### config.mk
export PLATFORM = sky130hd
export DESIGN_NAME = request_unit
export DESIGN_NICKNAME = d
export VERILOG_FILES = /design/src/rtl/request_unit.sv
export SDC_FILE = /design/constraint.sdc
export NUM_CORES = 1
export LEC_CHECK = 0
export ABC_AREA = 1
export CORE_ASPECT_RATIO = 1.4
export CORE_MARGIN = 5
export CORE_UTILIZATION = 50
export CTS_BUF_LIST = sky130_fd_sc_hd__clkbuf_16
export CTS_CLUSTER_SIZE = 30
export DETAILED_ROUTE_END_ITERATION = 10
export GPL_TIMING_DRIVEN = 1
export PLACE_DENSITY = 0.81
export RECOVER_POWER = 100
export SLEW_MARGIN = 25
export SYNTH_ARGS = -nofsm -noshare
export SYNTH_HDL_FRONTEND = slang
export SYNTH_SLANG_ARGS = --single-unit
### constraint.sdc
create_clock -name CLK -period 2.1 [get_ports CLK]
set_clock_uncertainty 0.2 [all_clocks]
set_input_delay 0.315 -clock CLK [delete_from_list [all_inputs] [get_ports CLK]]
set_output_delay 0.315 -clock CLK [all_outputs]
set_load 0.005 [all_outputs]
### src/rtl/request_unit.sv
// request_unit: multicycle fetch/decode/memory sequencer with saturating perf counters
//   CLK, nRST              clock, async active-low reset
//   ihit, iload            instruction memory hit and returned word
//   dhit                   data memory access complete
//   cu_dREN/cu_dWEN/cu_halt control unit decode of the current instruction
//   instruction            latched instruction register
//   imemREN/dmemREN/dmemWEN memory enables (Moore)
//   pc_en                  one-cycle retire pulse (Mealy)
//   halt                   sticky halted flag
//   instr_count/stall_count saturating retired-instruction and stall-cycle counters
module request_unit #(
  parameter int CNT_W = 32
) (
  input  logic             CLK,
  input  logic             nRST,
  input  logic             ihit,
  input  logic [31:0]      iload,
  input  logic             dhit,
  input  logic             cu_dREN,
  input  logic             cu_dWEN,
  input  logic             cu_halt,
  output logic [31:0]      instruction,
  output logic             imemREN,
  output logic             dmemREN,
  output logic             dmemWEN,
  output logic             pc_en,
  output logic             halt,
  output logic [CNT_W-1:0] instr_count,
  output logic [CNT_W-1:0] stall_count
);
  typedef enum logic [1:0] {FETCH, DECODE, MEM, HALTED} state_t;
  state_t            r_state, w_next;
  logic [31:0]       r_instr;
  logic              r_wr;
  logic [CNT_W-1:0]  r_icnt, r_scnt;
  logic              w_stall;
  always_comb begin
    w_next  = r_state;
    pc_en   = 1'b0;
    w_stall = 1'b0;
    case (r_state)
      FETCH: begin
        w_next  = ihit ? DECODE : FETCH;
        w_stall = ~ihit;
      end
      DECODE: begin
        w_next = cu_halt ? HALTED : (cu_dWEN | cu_dREN) ? MEM : FETCH;
        pc_en  = ~cu_halt & ~cu_dWEN & ~cu_dREN;
      end
      MEM: begin
        w_next  = dhit ? FETCH : MEM;
        pc_en   = dhit;
        w_stall = ~dhit;
      end
      default: w_next = HALTED;
    endcase
  end
  always_ff @(posedge CLK or negedge nRST) begin
    if (!nRST) begin
      r_state <= FETCH;
      r_instr <= '0;
      r_wr    <= 1'b0;
      r_icnt  <= '0;
      r_scnt  <= '0;
    end else begin
      r_state <= w_next;
      if (r_state == FETCH && ihit) r_instr <= iload;
      // write wins when both requests are decoded
      if (r_state == DECODE) r_wr <= cu_dWEN;
      if (pc_en && !(&r_icnt)) r_icnt <= r_icnt + CNT_W'(1);
      if (w_stall && !(&r_scnt)) r_scnt <= r_scnt + CNT_W'(1);
    end
  end
  assign instruction = r_instr;
  assign imemREN     = r_state == FETCH;
  assign dmemREN     = r_state == MEM && !r_wr;
  assign dmemWEN     = r_state == MEM && r_wr;
  assign halt        = r_state == HALTED;
  assign instr_count = r_icnt;
  assign stall_count = r_scnt;
endmodule
# After elaboration in Yosys (flattened, before gate mapping)
# Cells that the tools add are included.
[op_classes] add_sub_neg=2 eq_ne=3 mux=7 bitwise=8 reduce_logical=11
[op_table] op="32-bit by 1-bit adder with 32-bit output (second input constant)" count=2
[op_table] op="32-bit AND reduction" count=2
[op_table] op="2-bit 2-to-1 mux" count=3
[op_table] op="2-bit case mux with 3 select lines" count=1
[op_table] op="1-bit logical AND" count=5
[op_table] op="1-bit inverter" count=5
[op_table] op="2-bit equality test (second input constant)" count=2
[op_table] op="1-bit case mux with 2 select lines" count=2
[op_table] op="1-bit logical NOT" count=3
[op_table] op="1-bit bitwise AND" count=2
[op_table] op="2-bit by 1-bit equality test with 1-bit output (second input constant)" count=1
[op_table] op="2-bit logical NOT" count=1
[op_table] op="1-bit 2-to-1 mux" count=1
[op_table] op="1-bit bitwise OR" count=1
[word_totals] register_bits=99 input_bits=39 out_inout_bits=101 wordCells=36

# Logic depth before layout (Yosys ltp)
[depth] depth_word=5 ltp_mapped=11 ltp_nobuf=11

# Worst setup path before layout
# OpenSTA, ideal clock, no wires.
[synth_timing] path_type="register to register" startpoint="register r_scnt[0] (netlist: stall_count[0])" endpoint="register r_scnt[23] (netlist: stall_count[23])" setup_time_ns=0.117 t_arrival_ns=1.542 t_required_ns=1.783 path_slack_ns=0.242 stages_incl_launch_ff=12 path_buffers=1 period_less_slack_ns=1.858 cell_sequence="dfrtp_1 ha_1 inv_1 nor2_4 nand2_1 nor2_1 nand2_2 nand2_2 inv_2 buf_2 nand2_1 nand2_1"
[synth_via] elab_chain_len=3 word_cells_on_any_way=4 cone_classes="1 x add/sub; 3 x reduce/logical"
[synth_rtl] element="from (decl)" line_no="35" source="logic [CNT_W-1:0] r_icnt, r_scnt;"
[synth_rtl] element="from (signal assigned)" line_no="71" source="if (w_stall && !(&r_scnt)) r_scnt <= r_scnt + CNT_W'(1);"
[synth_rtl] element="parallel branches: the longest is 3 deep, another holds 32-bit by 1-bit adder with 32-bit output"
# Several ways; the timed one is not identified.
# A chain may end at the register's enable or synchronous reset.

# Worst setup path after layout
[layout_timing] startpoint="register r_state[1]" endpoint="output port pc_en"
[layout_via] elab_chain_len=2 word_cells_on_any_way=3 cone_classes="2 x eq/ne; 1 x mux"
[layout_rtl] element="from (decl)" line_no="32" source="state_t r_state, w_next;"
[layout_rtl] element="from (signal assigned)" line_no="66" source="r_state <= w_next;"
[layout_rtl] element="2-bit equality test / 2-bit by 1-bit equality test with 1-bit output (equally long branches)" line_no="41" source="case (r_state)"
[layout_rtl] element="1-bit case mux with 2 select lines *" line_no="41"
[layout_rtl] element="to (decl)" line_no="26" source="output logic pc_en,"
# Every way passes the cells marked *; elsewhere a longest branch is shown, timed or not.

==> flow_summary.json <==
{
  "cts_tree": "done",
  "ant_nets": 0,
  "rrSetupSlack_ns": 0.10,
  "grt_pass1_vias": 5231,
  "gp_congestion": 0.891,
  "hp-start": "instruction[17]",
  "initial_utilization": 0.503,
  "arrival_ns": 1.54,
  "first_pass_iters": 5,
  "slew_headroom": 0.478,
  "dp_slack_ns": -0.122,
  "use_met3": 0.0433,
  "ys_types": 26,
  "final_cell_mix": "337 x nand2_1, 102 x nor2_1, 102 x clkdlybuf4s50_1",
  "setup_viol": 0,
  "via_count": 5495,
  "dp_hpwl_um": 11700,
  "synthesis.area_um2": 5650,
  "report.final.slew_viol_count": 0,
  "worstSetupEndpointType": "primary output",
  "antenna_found_initial": 0,
  "ys_seq_elements": 99,
  "root_buffer": "clkbuf_16",
  "r2r_start": "r_state[1]",
  "cp_max_fo": 2,
  "setup_slack_ns": 0.0473,
  "leakagePower_nw": 3.76,
  "rr_endpoint": "stall_count[17]",
  "r2r.worst_path.cells": 10,
  "syn_nets": 810,
  "powerDensity_nw_per_um2": 480,
  "clk_pin_slew_ns": 0.08,
  "post-route-min-period_ns": 2.05,
  "whs_ns": 0.300,
  "start_kind": "flip-flop",
  "post_dp_cell_area_um2": 7380,
  "dp_cells": 1058,
  "die-area_um2": 13500,
  "grt_pass1_wl_um": 25100,
  "synth_top_area_share": 0.439,
  "synth_top_cell_by_area": "dfrtp_1",
  "whs_path_depth": 1,
  "grt_use_met1": 0.268,
  "yosysSeqAreaShare": 0.439,
  "cts_sinks": 99,
  "clockBufferDepth": 2,
  "grt_usage": 0.232,
  "fin_util": 0.691,
  "hold_violations": 0,
  "ios": 140,
  "hold_path_class": "reg -> reg",
  "grt.busiest_layer": "met2",
  "die-width_um": 99.8,
  "rows": 46,
  "yosysWarnings": 0,
  "routed_wl_um": 15600,
  "status": "completed",
  "yosys-top-cells-area": "dfrtp_1 44%, nand2_1 23%, nor2_1 6.8%",
  "min_delay_worst_endpoint": "instruction[17]",
  "fin_crit_sh": 0.977,
  "layout-drive-gt1-share": 0.114,
  "htree_levels": 3,
  "final_common_cell": "nand2_1",
  "peakVddDrop_v": 0.000393,
  "synth_area_per_cell_um2": 7.38,
  "numCtsBuffers": 9,
  "grt_max_degree": 34,
  "drc_errors": 0,
  "worstSetupPathType": "reg -> out",
  "io_buffers": 139,
  "setup_tns_ns": 0,
  "final_cells": 1083,
  "max-cap-violations": 0,
  "clock_latency_ns": 0.36,
  "die_h_um": 136,
  "synthCells": 765,
  "gr-usage-met2": 0.411,
  "fin_nets": 979,
  "drt_iter0_drc": 279,
  "wl_per_cell_um": 14.4,
  "viasPerCell": 5.07,
  "core_um2": 11200,
  "antenna_cells": 0,
  "syn_to_final_growth_pct": 37.4,
  "fmax_mhz": 487,
  "cp.required_ns": 1.58,
  "final_area_um2": 7760,
  "overflow": 0,
  "worstMarginPinSlew_ns": 0.783,
  "power_mw": 3.72
}
worst max-delay path by stage:
stage / startpoint / endpoint / slack, ns / depth (start not counted)
3_5_place_dp: cu_dWEN / pc_en / -0.12 / 7
4_1_cts: r_state[1] / pc_en / -0.14 / 8
6_report: r_state[1] / pc_en / 0.05 / 8
3_3_place_gp: cu_dREN / pc_en / -0.08 / 7
2_1_floorplan: stall_count[0] / stall_count[23] / 0.24 / 11
5_1_grt: r_state[1] / pc_en / -0.03 / 8
final cells by class:
| type | count | area, µm² |
|---|---|---|
| Sequential cell | 99 | 2480 |
| Tap cell | 144 | 180 |
| Inverter | 62 | 238 |
| Fill cell | 921 | 3470 |
| Clock buffer | 9 | 225 |
| Timing Repair Buffer | 172 | 1670 |
| Multi-Input combinational cell | 590 | 2880 |
| Clock inverter | 7 | 80.1 |
sequential cells by signal (all words and copies together), names as in the netlist:
signal	count
instruction	32
r_state	2
r_wr	1
instr_count	32
stall_count	32
cells in the mapped netlist, drive strengths merged:
cell,instances
ha,6
mux2,33
nand3b,8
nand3,42
o21ai,5
nand4,11
nor3,2
xor2,12
and2,1
nand2,346
inv,62
xnor2,12
a21oi,3
clkbuf,3
dfrtp,99
buf,11
nor2,109
per-layer routing:
layer  up-vias  part of all wire
met4         0             0.034
met1      2590              0.40
met2       158              0.52
met3        41             0.047
met5         -                 0
li1       2706                 -
critical path, cell delays in order, from the launching register on:
cell      delay [ns]
dfrtp_1         0.41
buf_4           0.16
inv_4           0.06
ha_4            0.14
nand3_1         0.08
nand2_2         0.10
nand2_2         0.07
inv_2           0.06
clkbuf_2        0.10
power by group:
| group | internal, mW | total (mW) | switching [mW] |
|---|---|---|---|
| Combinational | 0.0647 | 0.114 | 0.0490 |
| Sequential | 1.90 | 1.90 | 0 |
| Clock | 0.849 | 1.70 | 0.852 |
kinds of logic after synthesis:
logic type	Yosys count	synth area share
compound gates	8	0.00709
xor+xnor	24	0.0372
fa+ha+maj	6	0.0133
buf+inv	76	0.0578
flops	99	0.439
mux	33	0.0658
simple gates	519	0.380
what timing repair did:
action                     CTS  global route
hold buffers                 1             0
setup endpoints to repair    4            35
resized for setup            7            15
setup buffers                6             2
pin swaps                    2             3
hold endpoints to repair    28             0
Note: power is estimated with default switching activity, not from simulation.
